$ cat config.mk
export PLATFORM = sky130hd
export DESIGN_NAME = adxl345_sequencer
export DESIGN_NICKNAME = d
export VERILOG_FILES = /design/src/rtl/adxl345_pkg.sv /design/src/rtl/adxl345_sequencer_timer.sv /design/src/rtl/adxl345_sequencer.sv
export SDC_FILE = /design/constraint.sdc
export NUM_CORES = 1
export LEC_CHECK = 0
export BUFFER_PORTS_ARGS = -buffer_cell sky130_fd_sc_hd__buf_2
export CAP_MARGIN = 10
export CORE_MARGIN = 1
export CORE_UTILIZATION = 40
export DETAILED_ROUTE_END_ITERATION = 8
export GPL_TIMING_DRIVEN = 0
export PLACE_DENSITY_LB_ADDON = 0.05
export SLEW_MARGIN = 20
export SYNTH_ARGS = -nofsm -noshare
export SYNTH_HDL_FRONTEND = slang
export SYNTH_SLANG_ARGS = --single-unit
$ cat constraint.sdc
create_clock -name clk -period 3.32 [get_ports clk]
set_input_delay 0.166 -clock clk [delete_from_list [all_inputs] [get_ports clk]]
set_output_delay 0.166 -clock clk [all_outputs]
set_load 0.02 [all_outputs]
$ cat src/rtl/adxl345_pkg.sv
// ADXL345 sequencer shared definitions.
// Register map, step decode and FSM encoding.
package adxl345_pkg;

  localparam logic [5:0] ADDR_DEVID       = 6'h00;
  localparam logic [5:0] ADDR_BW_RATE     = 6'h2C;
  localparam logic [5:0] ADDR_POWER_CTL   = 6'h2D;
  localparam logic [5:0] ADDR_DATA_FORMAT = 6'h31;
  localparam logic [5:0] ADDR_DATAX0      = 6'h32;

  localparam int RW_BIT     = 15;
  localparam int STEP_COUNT = 10;

  localparam logic [3:0] FIRST_AXIS_STEP = 4'd4;
  localparam logic [3:0] LAST_STEP       = 4'(STEP_COUNT - 1);

  typedef enum logic [2:0] {
    S_IDLE,
    S_ISSUE,
    S_WAIT_ACK,
    S_WAIT_DONE,
    S_NEXT,
    S_INTERVAL,
    S_ERROR
  } state_t;

  // Register address targeted by each sequence step.
  function automatic logic [5:0] step_addr(input logic [3:0] s);
    logic [5:0] a;
    case (s)
      4'd0:    a = ADDR_DEVID;
      4'd1:    a = ADDR_DATA_FORMAT;
      4'd2:    a = ADDR_BW_RATE;
      4'd3:    a = ADDR_POWER_CTL;
      default: a = ADDR_DATAX0 + 6'(s - FIRST_AXIS_STEP);
    endcase
    return a;
  endfunction

  // Steps 1..3 are the config writes; all others read.
  function automatic logic step_is_read(input logic [3:0] s);
    return !(s inside {4'd1, 4'd2, 4'd3});
  endfunction

endpackage

$ cat src/rtl/adxl345_sequencer_timer.sv
// Sample interval timer for the ADXL345 sequencer.
// Restart marks count 0; expiry holds until next restart.
module sample_interval_timer #(
  parameter int SAMPLE_DIV = 500000
) (
  input  logic clk,
  input  logic reset_n,
  input  logic restart,
  output logic expired
);

  localparam int CW = (SAMPLE_DIV > 1) ? $clog2(SAMPLE_DIV) : 1;
  localparam logic [CW-1:0] LAST = CW'(SAMPLE_DIV - 1);

  logic [CW-1:0] count;

  // Restart cycle itself is count 0, so the next cycle is count 1.
  // Saturating at LAST latches the expiry.
  always_ff @(posedge clk or negedge reset_n) begin
    if (!reset_n) begin
      count <= '0;
    end else if (restart) begin
      count <= CW'(1);
    end else if (count != LAST) begin
      count <= count + CW'(1);
    end
  end

  assign expired = (count == LAST);

endmodule

$ cat src/rtl/adxl345_sequencer.sv
// ADXL345 init and sample-burst sequencer.
// Drives a 16-bit SPI controller one word at a time.
module adxl345_sequencer
  import adxl345_pkg::*;
#(
  parameter int         SAMPLE_DIV      = 500000,
  parameter logic [7:0] DATA_FORMAT_VAL = 8'h0B,
  parameter logic [7:0] BW_RATE_VAL     = 8'h0A,
  parameter logic [7:0] POWER_CTL_VAL   = 8'h08,
  parameter logic [7:0] DEVID_EXP       = 8'hE5
) (
  input  logic        clk,
  input  logic        reset_n,
  input  logic        enable,
  input  logic        ctrl_busy,
  input  logic [15:0] ctrl_data_out,
  output logic        ctrl_start,
  output logic [15:0] ctrl_data_in,
  output logic [15:0] x_data,
  output logic [15:0] y_data,
  output logic [15:0] z_data,
  output logic        data_valid,
  output logic        init_done,
  output logic        dev_err
);

  state_t     state;
  logic [3:0] step;
  logic [7:0] devid_q;
  logic [7:0] axis_q [0:4];
  logic       tmr_restart;
  logic       tmr_expired;
  logic [7:0] rd_byte;
  logic       hi_unused;

  assign rd_byte     = ctrl_data_out[7:0];
  assign hi_unused   = ^ctrl_data_out[15:8];
  assign tmr_restart = (state == S_ISSUE) && (step == FIRST_AXIS_STEP);

  sample_interval_timer #(
    .SAMPLE_DIV (SAMPLE_DIV)
  ) u_timer (
    .clk     (clk),
    .reset_n (reset_n),
    .restart (tmr_restart),
    .expired (tmr_expired)
  );

  // Full controller word for a step: {rw, 0, addr, data}.
  function automatic logic [15:0] step_word(input logic [3:0] s);
    logic [15:0] w;
    logic [7:0]  v;
    case (s)
      4'd1:    v = DATA_FORMAT_VAL;
      4'd2:    v = BW_RATE_VAL;
      4'd3:    v = POWER_CTL_VAL;
      default: v = 8'h00;
    endcase
    w = {2'b00, step_addr(s), v};
    w[RW_BIT] = step_is_read(s);
    return w;
  endfunction

  // Sequencer FSM; every output is registered here.
  always_ff @(posedge clk or negedge reset_n) begin
    if (!reset_n) begin
      state        <= S_IDLE;
      step         <= '0;
      ctrl_start   <= 1'b0;
      ctrl_data_in <= '0;
      x_data       <= '0;
      y_data       <= '0;
      z_data       <= '0;
      data_valid   <= 1'b0;
      init_done    <= 1'b0;
      dev_err      <= 1'b0;
      devid_q      <= '0;
      for (int i = 0; i < 5; i++) axis_q[i] <= '0;
    end else begin
      ctrl_start <= 1'b0;
      data_valid <= 1'b0;
      case (state)
        S_IDLE: begin
          if (enable && !ctrl_busy) begin
            step         <= init_done ? FIRST_AXIS_STEP : 4'd0;
            ctrl_data_in <= step_word(init_done ? FIRST_AXIS_STEP : 4'd0);
            ctrl_start   <= 1'b1;
            state        <= S_ISSUE;
          end
        end
        S_ISSUE: begin
          state <= S_WAIT_ACK;
        end
        S_WAIT_ACK: begin
          if (ctrl_busy) state <= S_WAIT_DONE;
        end
        S_WAIT_DONE: begin
          if (!ctrl_busy) begin
            if (step == 4'd0) begin
              devid_q <= rd_byte;
            end else if (step >= FIRST_AXIS_STEP && step != LAST_STEP) begin
              axis_q[3'(step - FIRST_AXIS_STEP)] <= rd_byte;
            end
            // Last byte goes straight out with the shadows: no torn sample.
            if (step == LAST_STEP) begin
              x_data     <= {axis_q[1], axis_q[0]};
              y_data     <= {axis_q[3], axis_q[2]};
              z_data     <= {rd_byte, axis_q[4]};
              data_valid <= 1'b1;
            end
            state <= S_NEXT;
          end
        end
        S_NEXT: begin
          if (step == 4'd0 && devid_q != DEVID_EXP) begin
            dev_err <= 1'b1;
            state   <= S_ERROR;
          end else begin
            if (step == 4'd3) init_done <= 1'b1;
            if (step == LAST_STEP) begin
              state <= enable ? S_INTERVAL : S_IDLE;
            end else if (!enable) begin
              state <= S_IDLE;
            end else begin
              step         <= step + 4'd1;
              ctrl_data_in <= step_word(step + 4'd1);
              ctrl_start   <= 1'b1;
              state        <= S_ISSUE;
            end
          end
        end
        S_INTERVAL: begin
          if (!enable) begin
            state <= S_IDLE;
          end else if (tmr_expired) begin
            step         <= FIRST_AXIS_STEP;
            ctrl_data_in <= step_word(FIRST_AXIS_STEP);
            ctrl_start   <= 1'b1;
            state        <= S_ISSUE;
          end
        end
        S_ERROR: begin
          state <= S_ERROR;
        end
        default: begin
          state <= S_IDLE;
        end
      endcase
    end
  end

endmodule

==> impl_metrics.toml, run 1 <==
[run_status]
status = "completed"

[yosys]
postSynth.asyncResetShare_pct = 100.0
ys_types = 50
synth_top_area_cell = "dfrtp_1"
yosysWarnings = 0
synth-seq-cells = 135
netlist_instances = 447
synth_top_area_share_pct = 58.38
synth_flop_cell = "dfrtp_1"
netlist_area_sq_um = 5787
synthTopCellsByArea = "dfrtp_1 (58%), mux2_2 (18%), ha_1 (2.2%)"
avgSynthCellArea_sq_um = 12.95
synth.yosys.seq_area_share_pct = 58.38
synth_edf_count = 0

[clock_network]
clockRootBuffer = "clkbuf_16"
htreeDepth = 4
clock-sinks = 135
cts_setup_buffers = 0
numCtsBuffers = 17
clk_pin_slew_ps = 60
cts_tree = "done"
cts_buffer_depth = 2
worst_skew_pair.late_latency_ps = 420

[critical_path]
worstPathRequired_ps = 3600
crit_fanout = 10
worst_setup_path_end_kind = "register"
cpMostUsedCell = "clkbuf_1"
crit_chain = "clkbuf_1 -> inv_1 -> ha_1 -> nand2_1 -> nor4_2 -> clkbuf_1 -> nor2_1"
critPathTopFamily = "simple AND/OR/NAND/NOR gates"
max_stage_delay_ps = 750
cp.buffers_inverters = 3
rrSetupSlack_ps = 750
critPathLaunchType = "register"
cp_slowest_cell = "nor4_2"
critical_path_class = "reg -> reg"
critical_path_arrival_ps = 2850

[routing]
ant_nets = 0
routed_via_density = 5.133
drt_first_pass_iters = 5
drc = 0
vias = 3793
drt_iter0_drc = 211
wl_per_cell_um = 16.26
totalWireLength_um = 12020

[sta]
fin_crit_sh_pct = 77.31
tightest_slew_ps = 983.1
tns_ps = 0
fmax_mhz = 389.6
hold_viol = 0
rsz0062_at_grt = "false"
skew_ps = 9.407
period_needed_ps = 2567
setup_viol = 0
drv_slew = 0
max_slew_margin_pct = 33.91

[die]
start_util_pct = 41.37
io_pins = 88
rows = 43
dieHeight_um = 122.3
die_w_um = 122.3
core_sq_um = 13990
dieArea_sq_um = 14950

[finish]
nFillCells = 1265
ff_latch_area_sq_um = 3378
layout_common_cells = "dfrtp_1 (135), mux2_2 (95), buf_2 (75)"
multi_input_area_sq_um = 2281
final_cell_area_sq_um = 7018
antenna_cells = 0
layout_commonest_cell = "dfrtp_1"
final_nets = 576
drive_gt1_share_pct = 38.64
area_delta_synth_final_pct = 21.28

[grt]
gr-total-overflow = 0
grt_antenna_before_repair = 0
gr-usage-all-layers_pct = 17.89
grt_pass1_wl_um = 20110
grt_pass1_vias = 3853
grt_max_degree = 76

[placement]
globalplace.congestion = 0.7848
place_hpwl_um = 8126
place_area_sq_um = 6434
port_buffers = 73

[power_and_ir_drop]
leakage_nw = 3.570
powerDensity_nw_per_um2 = 724.2
ir_drop_mv = 0.4073

[min_path]
hold_class = "in -> reg"

[flow_run]
drv_cap = 0
cells in the mapped netlist, types with 4 or more instances:
| cell type | count |
|---|---|
| or3_1 | 4 |
| a31oi_1 | 4 |
| xor2_1 | 11 |
| a21oi_1 | 7 |
| nand3_1 | 15 |
| nand2b_1 | 6 |
| ha_1 | 10 |
| and3_1 | 4 |
| nor2_1 | 30 |
| dfrtp_1 | 135 |
| clkbuf_1 | 11 |
| o211ai_1 | 4 |
| nand4_1 | 5 |
| buf_4 | 7 |
| nand2_1 | 27 |
| xnor2_1 | 6 |
| o21ai_0 | 14 |
| inv_1 | 8 |
| mux2_2 | 95 |
path summary, 6_finish.rpt:
path,start,end,cells after the start
min,ctrl_busy,state[0],2
max in group asynchronous,reset_n,axis_q[7],3
min in group asynchronous,reset_n,u_timer.count[5],2
min reg2reg,ctrl_data_in[11],ctrl_data_in[11],2
max reg2reg,step[0],u_timer.count[12],7
max,step[0],u_timer.count[12],7
metrics by stage:
stage | hold WS, ps | total power (W) | util (%) | setup slack, ps | std cells
finish | 35.09 | 0.005082 | 50.17 | 753.3 | 739
global route | 28.91 | 0.005401 | 50.17 | 499.3 | 739
CTS | 14.33 | 0.005141 | 50.17 | 694.2 | 739
detailed placement | 134.4 | 0.003310 | 45.99 | 707.2 | 706
global placement | 443.1 | 0.003265 | 45.72 | 217.7 | 705
floorplan | -129.6 | 0.002962 | - | 1183 | 452
where the power goes:
group	switching, W	leakage [nW]	total (W)	internal [W]
Sequential	0.000198	1.83	0.00215	0.00195
Combinational	0.000645	1.47	0.00113	0.000481
Clock	0.000727	0.270	0.00181	0.00108
registers in the layout (all words and copies together) (netlist names):
name           flops
dev_err            1
devid_q            8
data_valid         1
ctrl_data_in       9
z_data            16
state              3
step               4
u_timer.count     19
axis_q            40
init_done          1
y_data            16
x_data            16
ctrl_start         1
layer usage:
metal  GRT usage (%)  up-vias  part of all wire (%)
met5               0        -                     0
met4           5.030        0                  0.92
met3           5.809       10                   4.3
met2           28.44       80                    49
met1           23.37     1926                    46
li1                -     1777                     -
cells by family (layout without fill, tap and decap cells):
logic type / count (synthesis) / count (layout) / synth area share (%)
flops: 135 / 135 / 58.38
mux: 98 / 98 / 19.03
xor+xnor: 17 / 17 / 2.573
buf+inv: 31 / 138 / 2.530
fa+ha+maj: 10 / 10 / 2.162
other cells: 1 / 6 / 0.06480
compound gates: 45 / 45 / 5.319
simple gates: 110 / 110 / 9.946
area by class of cell:
| type | count | share of cell area [%] |
|---|---|---|
| Sequential cell | 135 | 48.14 |
| Multi-Input combinational cell | 286 | 32.50 |
| Clock buffer | 20 | 6.507 |
| Timing Repair Buffer | 75 | 5.883 |
| Tap cell | 180 | 3.209 |
| Clock inverter | 12 | 1.676 |
| Buffer | 23 | 1.658 |
| Inverter | 8 | 0.4279 |
worst register-to-register path: stages (launching register included):
cell and delay [ps]:
dfrtp_1 440, clkbuf_1 210, inv_1 170, ha_1 220, nand2_1 70, nor4_2 750
clkbuf_1 450, nor2_1 110
repair_timing:
| item | 4_1_cts | 5_1_grt |
|---|---|---|
| hold endpoints to repair | 60 | 0 |
| resized for setup | 0 | 0 |
| hold buffers | 1 | 0 |
No activity file was read; power rests on OpenSTA's default activity.
==> run 2, diff against run 1 <==
==> constraint.sdc (replaced) <==
create_clock -name clk -period 2.6 [get_ports clk]
set_input_delay 0.13 -clock clk [delete_from_list [all_inputs] [get_ports clk]]
set_output_delay 0.13 -clock clk [all_outputs]
set_load 0.02 [all_outputs]
==> impl_metrics.toml, run 2 (same netlist as run 1, synthesis figures left out) <==
[run_status]
status = "completed"

[critical_path]
critical_path_class = "reg -> reg"
critPathLaunchType = "register"
crit_chain = "ha_1 -> nand4_1 -> or4_4 -> o221a_4 -> a311o_1 -> o22a_1"
cp.buffers_inverters = 0
max_stage_delay_ps = 580
worstPathRequired_ps = 2900
cp_slowest_cell = "or4_4"
crit_fanout = 7
worst_setup_path_end_kind = "register"
critPathTopFamily = "compound AO/OA/AOI/OAI gates"
critical_path_arrival_ps = 2670

[die]
dieArea_sq_um = 14950
core_sq_um = 13990
io_pins = 88
start_util_pct = 41.37
rows = 43
dieHeight_um = 122.3
die_w_um = 122.3

[grt]
grt_pass1_vias = 3865
grt_antenna_before_repair = 0
grt_max_degree = 76
gr-usage-all-layers_pct = 17.91
gr-total-overflow = 0
grt_pass1_wl_um = 20140

[sta]
rsz0062_at_grt = "false"
fin_crit_sh_pct = 91.17
setup_viol = 0
tns_ps = 0
fin_ws_ps = 229.6
hold_viol = 0
fmax_mhz = 421.9
tightest_slew_ps = 794.2
skew_ps = 9.729
drv_slew = 0
period_needed_ps = 2370
max_slew_margin_pct = 46.61

[power_and_ir_drop]
p_int_w = 0.004488
p_sw_w = 0.002014
seqPwrFrac_pct = 42.5
leakage_nw = 3.579
powerDensity_nw_per_um2 = 923.5
switching_share_pct = 30.98
ir_drop_mv = 0.5205
power_frac_comb_pct = 22.1
clockPowerShare_pct = 35.4

[routing]
drc = 0
drt_iter0_drc = 241
drt_first_pass_iters = 4
routed_via_density = 5.126
wl_per_cell_um = 16.28
totalWireLength_um = 12030
ant_nets = 0
vias = 3788

[finish]
antenna_cells = 0
drive_gt1_share_pct = 39.18
top_register = "axis_q"
largest_register_ffs = 40
layout_commonest_cell = "dfrtp_1"
layout_common_cells = "dfrtp_1 (135), mux2_2 (95), buf_2 (74)"
top_regs = "axis_q x40, u_timer.count x19"
area_delta_synth_final_pct = 21.66
final_nets = 576

[clock_network]
htreeDepth = 4
cts_buffer_depth = 2
cts_setup_buffers = 0
clockRootBuffer = "clkbuf_16"
clk_pin_slew_ps = 60
cts_tree = "done"
worst_skew_pair.late_latency_ps = 420
clock-sinks = 135
numCtsBuffers = 17

[placement]
pre_cts_ws_ps = -12.82
place_hpwl_um = 8126
port_buffers = 73
globalplace.congestion = 0.7848

[flow_run]
drv_cap = 0

[min_path]
hold_class = "in -> reg"
[run 2: area by class of cell]
cell class	count	area (sq um)
inverter	8	30.03
multi-input combinational	286	2292
timing repair buffer	76	422.9
buffer	22	117.6
sequential	135	3378
clock inverter	12	117.6
fill	1262	6948
tap	180	225.2
clock buffer	20	456.7
[run 2: routing by layer]
layer / wire length (um) / GRT usage [%] / vias up
met4: 104 / 5.030 / 0
met2: 5875 / 28.51 / 79
li1: - / - / 1777
met3: 529 / 5.809 / 9
met1: 5522 / 23.37 / 1923
met5: 0 / 0 / -
[run 2: repair_timing]
| action | CTS | global route |
|---|---|---|
| hold endpoints to repair | 61 | 0 |
| endpoints found under the setup margin | 10 | 51 |
| pin swaps | 0 | 0 |
| gates resized for setup | 1 | 6 |
| hold buffers | 2 | 0 |
[run 2: path summary, 6_finish.rpt]
path	startpoint	endpoint	slack, ps	depth (start not counted)
worst max register to register	u_timer.count[0]	ctrl_data_in[13]	230	6
min in group asynchronous	reset_n	u_timer.count[5]	240	2
worst min register to register	ctrl_data_in[10]	ctrl_data_in[10]	470	2
worst min-delay path	ctrl_data_out[2]	z_data[10]	70	2
worst max-delay path	u_timer.count[0]	ctrl_data_in[13]	230	6
max in group asynchronous	reset_n	x_data[6]	1640	3
[run 2: per-stage QoR]
| stage | power, W | cells | utilization (%) | instance area, sq um | hold WS [ps] |
|---|---|---|---|---|---|
| after floorplan | 0.003782 | 452 | - | 5806 | -165.6 |
| after global placement | 0.004169 | 705 | 45.72 | 6396 | 413.8 |
| after detailed placement | 0.004227 | 706 | 45.99 | 6434 | 98.42 |
| after CTS | 0.006579 | 740 | 50.30 | 7037 | 67.75 |
| after global routing | 0.006911 | 739 | 50.33 | 7041 | 74.87 |
| final | 0.006502 | 739 | 50.33 | 7041 | 72.86 |
[run 2: power by group through the flow]
stage                     logic (W)  registers (W)  clock network [W]
after detailed placement    0.00145        0.00278                  0
after CTS                   0.00147        0.00275            0.00237
after global routing        0.00162        0.00283            0.00246
after global placement      0.00141        0.00276                  0
final                       0.00144        0.00276            0.00230
after floorplan            0.000968        0.00281                  0
